`src/rtl/mega_mux_stream_if.sv`:
```
// mega_mux_stream_if: channel-side and output-side handshake bundle for mega_mux_stream
interface mega_mux_stream_if #(
  parameter int WIDTH  = 32,
  parameter int NUM_IN = 5,
  parameter int SEL_W  = 4
);
  logic                    mode;
  logic [SEL_W-1:0]        sel;
  logic [NUM_IN*WIDTH-1:0] in_data;
  logic [NUM_IN-1:0]       in_valid;
  logic [NUM_IN-1:0]       in_ready;
  logic [WIDTH-1:0]        out_data;
  logic [SEL_W-1:0]        out_chan;
  logic                    out_valid;
  logic                    out_ready;
  logic                    sel_err;
  modport master (
    output mode, sel, in_data, in_valid, out_ready,
    input  in_ready, out_data, out_chan, out_valid, sel_err
  );
  modport slave (
    input  mode, sel, in_data, in_valid, out_ready,
    output in_ready, out_data, out_chan, out_valid, sel_err
  );
endinterface

```
`src/rtl/mega_mux_stream.sv`:
```
// mega_mux_stream: registered handshaked N-way word mux, select or round-robin grant.
// MEGA_MUX_ERR_CNT_EN adds err_cnt, a saturating count of sel_err pulses.
module mega_mux_stream #(
  parameter int WIDTH  = 32,
  parameter int NUM_IN = 5,
  parameter int SEL_W  = 4
) (
  input  logic             clk,
  input  logic             rst_n,
`ifdef MEGA_MUX_ERR_CNT_EN
  output logic [7:0]       err_cnt,
`endif
  mega_mux_stream_if.slave bus
);
  localparam int NS = 1 << SEL_W;
  logic [WIDTH-1:0] words [NS];
  logic [NS-1:0]    valid_pad;
  logic             load_en, sel_ok, rr_hit, gnt_vld, xfer;
  logic [SEL_W-1:0] rr_idx, gnt_idx;
  logic [SEL_W:0]   c;
  logic             out_valid_q, out_valid_d, sel_err_q, sel_err_d;
  logic [WIDTH-1:0] out_data_q, out_data_d;
  logic [SEL_W-1:0] out_chan_q, out_chan_d, rr_ptr_q, rr_ptr_d;
  // pad to a power of two so sel can index directly; unused slots read as idle
  assign valid_pad = NS'(bus.in_valid);
  for (genvar i = 0; i < NS; i++) begin : g_w
    if (i < NUM_IN) begin : g_in
      assign words[i] = bus.in_data[i*WIDTH +: WIDTH];
    end else begin : g_pad
      assign words[i] = '0;
    end
  end
  always_comb begin
    rr_hit = 1'b0;
    rr_idx = '0;
    c = '0;
    // scan farthest-first so the nearest valid channel after rr_ptr wins
    for (int k = NUM_IN; k >= 1; k--) begin
      c = {1'b0, rr_ptr_q} + (SEL_W+1)'(k);
      c = c >= (SEL_W+1)'(NUM_IN) ? c - (SEL_W+1)'(NUM_IN) : c;
      if (valid_pad[c[SEL_W-1:0]]) begin
        rr_hit = 1'b1;
        rr_idx = c[SEL_W-1:0];
      end
    end
    load_en     = !out_valid_q | bus.out_ready;
    sel_ok      = {1'b0, bus.sel} < (SEL_W+1)'(NUM_IN);
    gnt_idx     = bus.mode ? rr_idx : bus.sel;
    gnt_vld     = bus.mode ? rr_hit : sel_ok & valid_pad[bus.sel];
    xfer        = load_en & gnt_vld;
    out_valid_d = load_en ? xfer : out_valid_q;
    out_data_d  = xfer ? words[gnt_idx] : out_data_q;
    out_chan_d  = xfer ? gnt_idx : out_chan_q;
    rr_ptr_d    = xfer & bus.mode ? gnt_idx : rr_ptr_q;
    sel_err_d   = load_en & !bus.mode & !sel_ok;
  end
  always_ff @(posedge clk or negedge rst_n) begin
    if (!rst_n) begin
      out_valid_q <= 1'b0;
      out_data_q  <= '0;
      out_chan_q  <= '0;
      rr_ptr_q    <= SEL_W'(NUM_IN - 1);
      sel_err_q   <= 1'b0;
    end else begin
      out_valid_q <= out_valid_d;
      out_data_q  <= out_data_d;
      out_chan_q  <= out_chan_d;
      rr_ptr_q    <= rr_ptr_d;
      sel_err_q   <= sel_err_d;
    end
  end
  assign bus.in_ready  = NUM_IN'(xfer) << gnt_idx;
  assign bus.out_valid = out_valid_q;
  assign bus.out_data  = out_data_q;
  assign bus.out_chan  = out_chan_q;
  assign bus.sel_err   = sel_err_q;
`ifdef MEGA_MUX_ERR_CNT_EN
  logic [7:0] err_cnt_q;
  always_ff @(posedge clk or negedge rst_n) begin
    if (!rst_n) err_cnt_q <= '0;
    else if (sel_err_q && err_cnt_q != 8'hFF) err_cnt_q <= err_cnt_q + 8'd1;
  end
  assign err_cnt = err_cnt_q;
`endif
endmodule

```
`src/flat_wrapper.sv`:
```
// flat-port wrapper written by rule: the top's interface ports become plain ports
module mega_mux_stream_flat 
#(
  parameter int WIDTH  = 32,
  parameter int NUM_IN = 5,
  parameter int SEL_W  = 4
)
  (clk, rst_n, bus_mode, bus_sel, bus_in_data, bus_in_valid, bus_out_ready, bus_in_ready, bus_out_data, bus_out_chan, bus_out_valid, bus_sel_err);
  mega_mux_stream_if #(.WIDTH(WIDTH), .NUM_IN(NUM_IN), .SEL_W(SEL_W)) bus_i ();
  input  logic clk;
  input  logic rst_n;
  input wire logic [$bits(bus_i.mode)-1:0] bus_mode;
  input wire logic [$bits(bus_i.sel)-1:0] bus_sel;
  input wire logic [$bits(bus_i.in_data)-1:0] bus_in_data;
  input wire logic [$bits(bus_i.in_valid)-1:0] bus_in_valid;
  input wire logic [$bits(bus_i.out_ready)-1:0] bus_out_ready;
  output wire logic [$bits(bus_i.in_ready)-1:0] bus_in_ready;
  output wire logic [$bits(bus_i.out_data)-1:0] bus_out_data;
  output wire logic [$bits(bus_i.out_chan)-1:0] bus_out_chan;
  output wire logic [$bits(bus_i.out_valid)-1:0] bus_out_valid;
  output wire logic [$bits(bus_i.sel_err)-1:0] bus_sel_err;
  assign bus_i.mode = bus_mode;
  assign bus_i.sel = bus_sel;
  assign bus_i.in_data = bus_in_data;
  assign bus_i.in_valid = bus_in_valid;
  assign bus_i.out_ready = bus_out_ready;
  assign bus_in_ready = bus_i.in_ready;
  assign bus_out_data = bus_i.out_data;
  assign bus_out_chan = bus_i.out_chan;
  assign bus_out_valid = bus_i.out_valid;
  assign bus_sel_err = bus_i.sel_err;
  mega_mux_stream #(.WIDTH(WIDTH), .NUM_IN(NUM_IN), .SEL_W(SEL_W)) u_core (.clk(clk), .rst_n(rst_n), .bus(bus_i));
endmodule
```
`config.mk`:
```
export PLATFORM = sky130hd
export DESIGN_NAME = mega_mux_stream_flat
export DESIGN_NICKNAME = d
export VERILOG_FILES = /design/src/rtl/mega_mux_stream_if.sv /design/src/rtl/mega_mux_stream.sv /design/src/flat_wrapper.sv
export SDC_FILE = /design/constraint.sdc
export NUM_CORES = 1
export LEC_CHECK = 0
export CORE_MARGIN = 3
export CORE_UTILIZATION = 39
export CTS_BUF_LIST = sky130_fd_sc_hd__clkbuf_2
export DETAILED_ROUTE_END_ITERATION = 6
export HOLD_SLACK_MARGIN = 0.12
export PLACE_DENSITY = 0.78
export RECOVER_POWER = 25
export SYNTH_ARGS = -nofsm -noshare
export SYNTH_HDL_FRONTEND = slang
export SYNTH_SLANG_ARGS = --single-unit
```
`constraint.sdc`:
```
create_clock -name clk -period 4.53 [get_ports clk]
set_input_delay 0.906 -clock clk [delete_from_list [all_inputs] [get_ports clk]]
set_output_delay 0.906 -clock clk [all_outputs]
set_load 0.05 [all_outputs]
```
== Word level (Yosys, flattened, before mapping) ==
Cells that the tools add are included.
Word-level totals
  flip-flop bits (word level): 42
  input port bits: 173
  logic and storage cells: 71
Cells by class
  reductions and logical operators: 3
  multiplexer cells: 32
  shifts and indexed selects: 1
  order comparisons: 13
  $add $sub $neg: 10
  bitwise gates (word level): 7
Operator list (count)
  32-bit binary-select mux with 4-bit select: 1
  32-bit 2-to-1 mux: 2
  4-bit 2-to-1 mux: 11
  4-bit by 5-bit less-than comparator with 1-bit output, second input constant: 6
  5-bit by 3-bit greater-or-equal comparator with 1-bit output, second input constant: 5
  1-bit binary-select mux with 4-bit select: 6
  4-bit by 3-bit subtractor with 4-bit output, second input constant: 5
  1-bit 2-to-1 mux: 12
  4-bit by 2-bit adder with 5-bit output, second input constant: 2
  4-bit by 3-bit adder with 5-bit output, second input constant: 2
  4-bit by 1-bit adder with 5-bit output, second input constant: 1
  1-bit AND: 5
  5-bit greater-or-equal comparator, second input constant: 1
  4-bit NOT with 5-bit output: 1
  1-bit by 4-bit << shifter with 5-bit output: 1
  4-bit by 3-bit less-than comparator with 1-bit output, second input constant: 1
  1-bit zero test: 3
  1-bit bitwise OR: 1

== Logic depth before layout (Yosys ltp) ==
Gate-level depths: netlist of run 1.
  depth in word-level cells: 15
  gate-level depth with buffers: 17
  gate-level depth less buffers: 12

== Least setup slack after synthesis of run 1 ==
No wires, ideal clock.
  kind: flip-flop to output port
  start: register u_core.rr_ptr_q[2]
  end: output bus_in_ready[1]
  setup slack: -708 ps
  stages on the path, launching flop included: 15
  arrival time: 4332 ps
  required time: 3624 ps
  path through: dfstp_2 -> buf_2 -> buf_2 -> inv_1 -> ha_1 -> buf_1 -> mux2i_1 -> a311oi_1 -> a211o_1 -> a32o_1 -> or2_1 -> or4_4 -> a31oi_4 -> o211a_4 -> nor2b_1
On the way
  longest elaborated chain between the ends: 13
  elaborated cells between the ends (all ways): 44
  those cells by class: 10 x add/sub; 5 x order compare; 1 x shift; 27 x mux; 1 x bitwise
Ends and longest elaborated chain
  from (decl): line mega_mux_stream.sv:23  | logic [SEL_W-1:0] out_chan_q, out_chan_d, rr_ptr_q, rr_ptr_d;
  from (signal assigned): line mega_mux_stream.sv:62  | rr_ptr_q <= SEL_W'(NUM_IN - 1);
  from (signal assigned): line mega_mux_stream.sv:68  | rr_ptr_q <= rr_ptr_d;
  4-bit by 3-bit adder with 5-bit output: line mega_mux_stream.sv:39  | c = {1'b0, rr_ptr_q} + (SEL_W+1)'(k);
  4-bit by 3-bit subtractor with 4-bit output / 5-bit by 3-bit greater-or-equal comparator with 1-bit output (equally long branches): line mega_mux_stream.sv:40  | c = c >= (SEL_W+1)'(NUM_IN) ? c - (SEL_W+1)'(NUM_IN) : c;
  4-bit 2-to-1 mux: line mega_mux_stream.sv:40
  1-bit binary-select mux with 4-bit select: line mega_mux_stream.sv:41  | if (valid_pad[c[SEL_W-1:0]]) begin
  1-bit 2-to-1 mux (not written as such): line mega_mux_stream.sv:41
  1-bit 2-to-1 mux (5 in a row): line mega_mux_stream.sv:41
  1-bit 2-to-1 mux: line mega_mux_stream.sv:49  | gnt_vld = bus.mode ? rr_hit : sel_ok & valid_pad[bus.sel];
  1-bit AND: line mega_mux_stream.sv:50  | xfer = load_en & gnt_vld;
  1-bit by 4-bit << shifter with 5-bit output (*): line mega_mux_stream.sv:72  | assign bus.in_ready = NUM_IN'(xfer) << gnt_idx;
  to (decl): line flat_wrapper.sv:17  | output wire logic [$bits(bus_i.in_ready)-1:0] bus_in_ready;
Every way passes the cells marked *; elsewhere a longest branch is shown, timed or not. The select of a mux whose other input is x is not followed.

== Worst setup path after layout of run 1 ==
Ends and elaborated chain as after synthesis.

==> results of run 1 <==
Yosys cell counts (all sizes together) (3+ instances only):
| cell | number | area share, % |
|---|---|---|
| a21o | 6 | 0.92 |
| a21boi | 65 | 9.9 |
| o31ai | 4 | 1.1 |
| mux4 | 4 | 1.8 |
| or2 | 4 | 0.51 |
| or3 | 5 | 0.64 |
| xor2 | 6 | 1.2 |
| o21a | 4 | 0.61 |
| o211ai | 3 | 0.56 |
| nor3 | 8 | 0.92 |
| a22oi | 35 | 5.3 |
| and2 | 6 | 0.76 |
| nand4 | 5 | 0.76 |
| nand3b | 5 | 0.76 |
| mux2 | 3 | 0.69 |
| buf | 24 | 3.4 |
| o21ai | 77 | 7.8 |
| clkbuf | 37 | 2.8 |
| a211oi | 3 | 0.46 |
| nor2b | 5 | 0.64 |
| and3 | 64 | 8.1 |
| a31oi | 10 | 1.7 |
| nand2b | 9 | 1.1 |
| xnor2 | 11 | 2.3 |
| inv | 9 | 0.69 |
| ha | 14 | 3.6 |
| nor2 | 23 | 1.8 |
| nand3 | 39 | 4.0 |
| mux2i | 10 | 2.0 |
| nand2 | 24 | 1.8 |
| dfrtp | 41 | 21 |
| a21oi | 25 | 2.8 |
| a221oi | 3 | 0.53 |
cell type report:
| class | instances | area (µm²) | area share [%] |
|---|---|---|---|
| Clock buffer | 5 | 25.02 | 0.3064 |
| Sequential cell | 42 | 1055 | 12.92 |
| Clock inverter | 2 | 33.78 | 0.4137 |
| Tap cell | 168 | 210.2 | 2.574 |
| Multi-Input combinational cell | 515 | 3897 | 47.72 |
| Timing Repair Buffer | 303 | 2900 | 35.51 |
| Inverter | 10 | 45.04 | 0.5516 |
cell families (layout without fill, tap and decap cells):
| group | Yosys count | count (layout) | share of synthesized area, % |
|---|---|---|---|
| AND/OR/NAND/NOR | 208 | 208 | 23.87 |
| AO/OA/AOI/OAI | 259 | 259 | 36.20 |
| flip-flops | 42 | 42 | 21.38 |
| multiplexers | 17 | 17 | 4.550 |
| buffers and inverters | 71 | 320 | 6.965 |
| adder cells (fa/ha/maj) | 14 | 14 | 3.559 |
| XOR/XNOR | 17 | 17 | 3.483 |
layer usage:
metal	part of all wire (%)	vias up
li1	-	2857
met1	41	2820
met2	50	283
met3	6.8	47
met4	2.9	0
met5	0	-
state kept, by name (all words and copies together) (netlist names):
| register | flops |
|---|---|
| u_core.bus.out_valid | 1 |
| u_core.bus.out_data | 32 |
| u_core.bus.sel_err | 1 |
| u_core.bus.out_chan | 4 |
| u_core.rr_ptr_q | 4 |
stage by stage:
step                hold slack, ns  setup slack, ns  cell area [µm²]  instances  setup TNS, ns
floorplan                   0.6104         -0.01519             4964        628       -0.01519
finish                      0.5128          -0.2772             8167       1045        -0.9056
CTS                         0.5217          -0.2325             7903       1039        -0.9326
global route                0.5482          -0.3890             8167       1045         -1.689
global placement            0.4639          -0.2188             7622       1024        -0.7930
detailed placement          0.4741          -0.2435             7622       1024        -0.9024
critical path, cell delays in order, from the launching register on:
cell     delay (ns)
dfstp_2        0.68
buf_4          0.15
buf_12         0.10
ha_4           0.18
buf_6          0.16
and2_4         0.17
nor3_2         0.05
a211o_1        0.26
a32o_2         0.24
or2_1          0.23
or4_4          0.56
a31oi_4        0.18
o211a_4        0.19
nor2b_4        0.17
buf_12         0.15
final timing paths:
| check | endpoint | slack, ns | depth (start not counted) | start |
|---|---|---|---|---|
| setup / recovery | bus_in_ready[1] | -0.28 | 14 | u_core.rr_ptr_q[2] |
| hold / removal | u_core.bus.out_chan[0] | 0.51 | 2 | u_core.bus.out_chan[0] |
| setup reg to reg | u_core.bus.out_data[10] | 0.46 | 14 | u_core.rr_ptr_q[2] |
| hold reg to reg | u_core.bus.out_chan[0] | 0.51 | 2 | u_core.bus.out_chan[0] |
| max in group asynchronous | u_core.rr_ptr_q[1] | 1.87 | 1 | rst_n |
| min in group asynchronous | u_core.bus.out_data[20] | 1.13 | 1 | rst_n |
repair_timing:
action	CTS	global route
endpoints found under the setup margin	5	5
resized for setup	38	40
pin swaps	11	20
buffers inserted	8	6
==> results_dict.tcl, run 1 <==
set metrics [dict create \
    area_growth_pct 65.91 \
    cts.sinks 42 \
    rsz0062_at_grt "yes" \
    grt_util_met3_pct 4.928 \
    drt_iter0_markers 521 \
    first_pass_iters 6 \
    yosys_warnings 0 \
    critPathArrivalTime_ns 3.90 \
    start_util_pct 40.47 \
    cts_tree "yes" \
    cts_root_buf "clkbuf_2" \
    status "complete, but fails checks" \
    rows 40 \
    nNetsFinal 1064 \
    post_drt_wl_per_cell_um 19.49 \
    place.gp.congestion 0.9270 \
    cts_buffers 5 \
    drv_slew 43 \
    clock_path_buffers 2 \
    io_pins 216 \
    path_max_fanout 9 \
    viasPerCell 5.748 \
    synth-main-ff-cell "dfrtp_1" \
    ant_nets 0 \
    worst_pin_slew_ns 2.403 \
    synth_edf_count 0 \
    antenna_cells 0 \
    die_width_um 118.3 \
    finalSetupViolations 5 \
    vias 6007 \
    antenna_found_initial 0 \
    syn_inst 628 \
    max-slew-margin-rel_pct -60.23 \
    period_needed_ns 4.807 \
    cp-end-kind "output pin" \
    yosysSeqAreaShare_pct 21.38 \
    hp-class "flip-flop to flip-flop" \
    met1_usage_pct 34.98 \
    grt_pass1_wl_um 31150 \
    required_ns 3.62 \
    syn_area_mm2 0.004922 \
    final_cell_mix "clkdlybuf4s50_1 (208), buf_4 (79), and3_1 (63)" \
    final_util_pct 67.15 \
    cts_hold_buf 0 \
    grt-ovfl-total 0 \
    coreArea_mm2 0.01216 \
    die-area_mm2 0.01401 \
    synth_nets 815 \
    clkTransAtPathRegs_ns 0.24 \
    hold_viol 0 \
    htree_levels 2 \
    grt.total_usage_pct 27.36 \
    nFillCells 1016 \
    synth_cell_types 81 \
    drc 0 \
    grt_pass1_vias 5850 \
    async_flop_share_pct 100.0 \
    busiest_layer "met2" \
    avgSynthCellArea_um2 7.838 \
    grt_max_degree 125 \
    gr-usage-met2_pct 47.09 \
    fin_skew_ns 0.04385 \
    max_freq_mhz 208.0 \
    dp_hpwl_um 15470 \
    final_common_cell "clkdlybuf4s50_1" \
    insertion_delay_ns 0.44 \
    die_height_um 118.3 \
    ys_ff_latch 42 \
    criticalPathCategory "flip-flop to output pin" \
    layout-drive-gt1-share_pct 20.75 \
    wirelength_um 20370 \
    drv_cap 1 \
    period_share_pct 106.1 \
    portBuffers 215 \
    violations "capacitance limit, slew limit, setup timing" \
    setup_ws_ns -0.2772 \
    worstSetupStartpointType "flip-flop" \
]
Power of run 1 is not shown: default switching activity piles up to over one toggle a cycle in this logic, so the estimate is an artifact.
==> run 2: changes to the inputs <==
--- a/config.mk
+++ b/config.mk
@@ -12,6 +12,7 @@
 export HOLD_SLACK_MARGIN = 0.12
 export PLACE_DENSITY = 0.78
 export RECOVER_POWER = 25
+export SETUP_SLACK_MARGIN = 0.1
 export SYNTH_ARGS = -nofsm -noshare
 export SYNTH_HDL_FRONTEND = slang
 export SYNTH_SLANG_ARGS = --single-unit
==> results_dict.tcl, run 2 (same netlist as run 1, synthesis figures left out) <==
set metrics [dict create \
    grt_pass1_vias 5989 \
    grt_pass1_wl_um 31130 \
    critPathArrivalTime_ns 3.88 \
    drc 0 \
    die-area_mm2 0.01401 \
    slowest_delay_ns 0.66 \
    hp-class "flip-flop to flip-flop" \
    rows 40 \
    antenna_found_initial 2 \
    worstSetupStartpointType "flip-flop" \
    grt_util_met3_pct 6.172 \
    final_common_cell "clkdlybuf4s50_1" \
    ant_nets 0 \
    nNetsFinal 1056 \
    io_pins 216 \
    max_freq_mhz 209.0 \
    largest_reg_flops 32 \
    fin_skew_ns 0.04061 \
    rsz0062_at_grt "yes" \
    start_util_pct 40.47 \
    vias 5959 \
    hold_path.startpoint "u_core.bus.out_chan[0]" \
    area_growth_pct 63.37 \
    cpMaxStageDelayCell "dfstp_2" \
    cts_hold_buf 0 \
    final_util_pct 66.12 \
    required_ns 3.62 \
    insertion_delay_ns 0.46 \
    drv_slew 43 \
    worst_pin_slew_ns 2.367 \
    period_share_pct 105.6 \
    criticalPathCategory "flip-flop to output pin" \
    post_drt_wl_per_cell_um 19.06 \
    dp_hpwl_um 15380 \
    cts_root_buf "clkbuf_2" \
    violations "capacitance limit, slew limit, setup timing" \
    grt-ovfl-total 0 \
    wirelength_um 19830 \
    portBuffers 215 \
    cts_buffers 5 \
    r2r-start "u_core.rr_ptr_q[2]" \
    path_max_fanout 5 \
    met1_usage_pct 32.91 \
    die_height_um 118.3 \
    max-slew-margin-rel_pct -57.83 \
    crit_path_start "u_core.rr_ptr_q[2]" \
    cp-end-kind "output pin" \
    multiInputGateArea_mm2 0.003851 \
    first_pass_iters 5 \
    ff_latch_area_mm2 0.001055 \
    busiest_layer "met2" \
    hold_viol 0 \
    nFillCells 1044 \
    path_cells "ha_4, buf_12, xor2_4, buf_6, or3_1, mux4_2, o211ai_1, or2_1, buf_4, buf_4, nand2_1, o31a_1, o211a_4, and2_2, buf_12" \
    place.gp.congestion 0.9519 \
    die_width_um 118.3 \
    cts.sinks 42 \
    setup_ws_ns -0.2540 \
    viasPerCell 5.730 \
    drv_cap 1 \
    clkTransAtPathRegs_ns 0.23 \
    gr-usage-met2_pct 46.34 \
    layout-drive-gt1-share_pct 19.08 \
    coreArea_mm2 0.01216 \
    htree_levels 2 \
    finalSetupViolations 5 \
    grt_max_degree 83 \
    clock_path_buffers 2 \
    grt.total_usage_pct 27.38 \
    period_needed_ns 4.784 \
    cts_tree "yes" \
    status "complete, but fails checks" \
    final_cell_mix "clkdlybuf4s50_1 (209), buf_4 (73), and3_1 (63)" \
    drt_iter0_markers 455 \
]
==> run 2: path summary, 6_finish.rpt <==
kind                            slack (ns)  cells past startpoint                       to
worst min register to register        0.51                      2   u_core.bus.out_chan[0]
max in group asynchronous             1.87                      1       u_core.rr_ptr_q[0]
worst min-delay path                  0.51                      2   u_core.bus.out_chan[0]
min in group asynchronous             1.09                      1  u_core.bus.out_data[18]
worst max-delay path                 -0.25                     15          bus_in_ready[0]
worst max register to register        0.53                     16   u_core.bus.out_data[4]
==> run 2: cell type report <==
class                           instances  area share (%)
Clock inverter                          2          0.1556
Sequential cell                        42           13.12
Multi-Input combinational cell        515           47.89
Timing Repair Buffer                  295           35.20
Clock buffer                            6          0.3734
Antenna cell                            2         0.06224
Inverter                               10          0.5913
Tap cell                              168           2.614
==> run 2: what timing repair did <==
action                     CTS  global route
buffers inserted            14             6
gates resized for setup     39            17
setup endpoints to repair    5             5
pin swaps                   16             7
==> run 2: metrics by stage <==
step / hold slack (ns) / TNS (ns) / instance area (µm²) / cells / setup slack (ns)
floorplan: 0.6104 / 0 / 5006 / 628 / 0.1065
global placement: 0.4614 / -0.3471 / 7540 / 1010 / -0.09467
detailed placement: 0.4677 / -0.5485 / 7540 / 1010 / -0.1612
CTS: 0.5181 / -1.059 / 7899 / 1032 / -0.2461
global route: 0.5506 / -1.860 / 8041 / 1040 / -0.4184
finish: 0.5077 / -1.088 / 8041 / 1040 / -0.2540
==> run 2: per-layer routing <==
| metal | share of wire (%) | wire [µm] |
|---|---|---|
| met2 | 49 | 9732 |
| met5 | 0 | 0 |
| met4 | 3.5 | 687 |
| met3 | 6.6 | 1303 |
| met1 | 41 | 8103 |
==> run 2: worst max-delay path: cells and delay by family, from the launching register on <==
| family | cells | cell delay (ns) |
|---|---|---|
| adder cells (fa/ha/maj) | 1 | 0.19 |
| flip-flops | 1 | 0.66 |
| XOR/XNOR | 1 | 0.10 |
| AND/OR/NAND/NOR | 4 | 0.77 |
| AO/OA/AOI/OAI | 3 | 0.65 |
| buffers and inverters | 5 | 0.60 |
| multiplexers | 1 | 0.48 |
Power of run 2 is left out for the same reason.
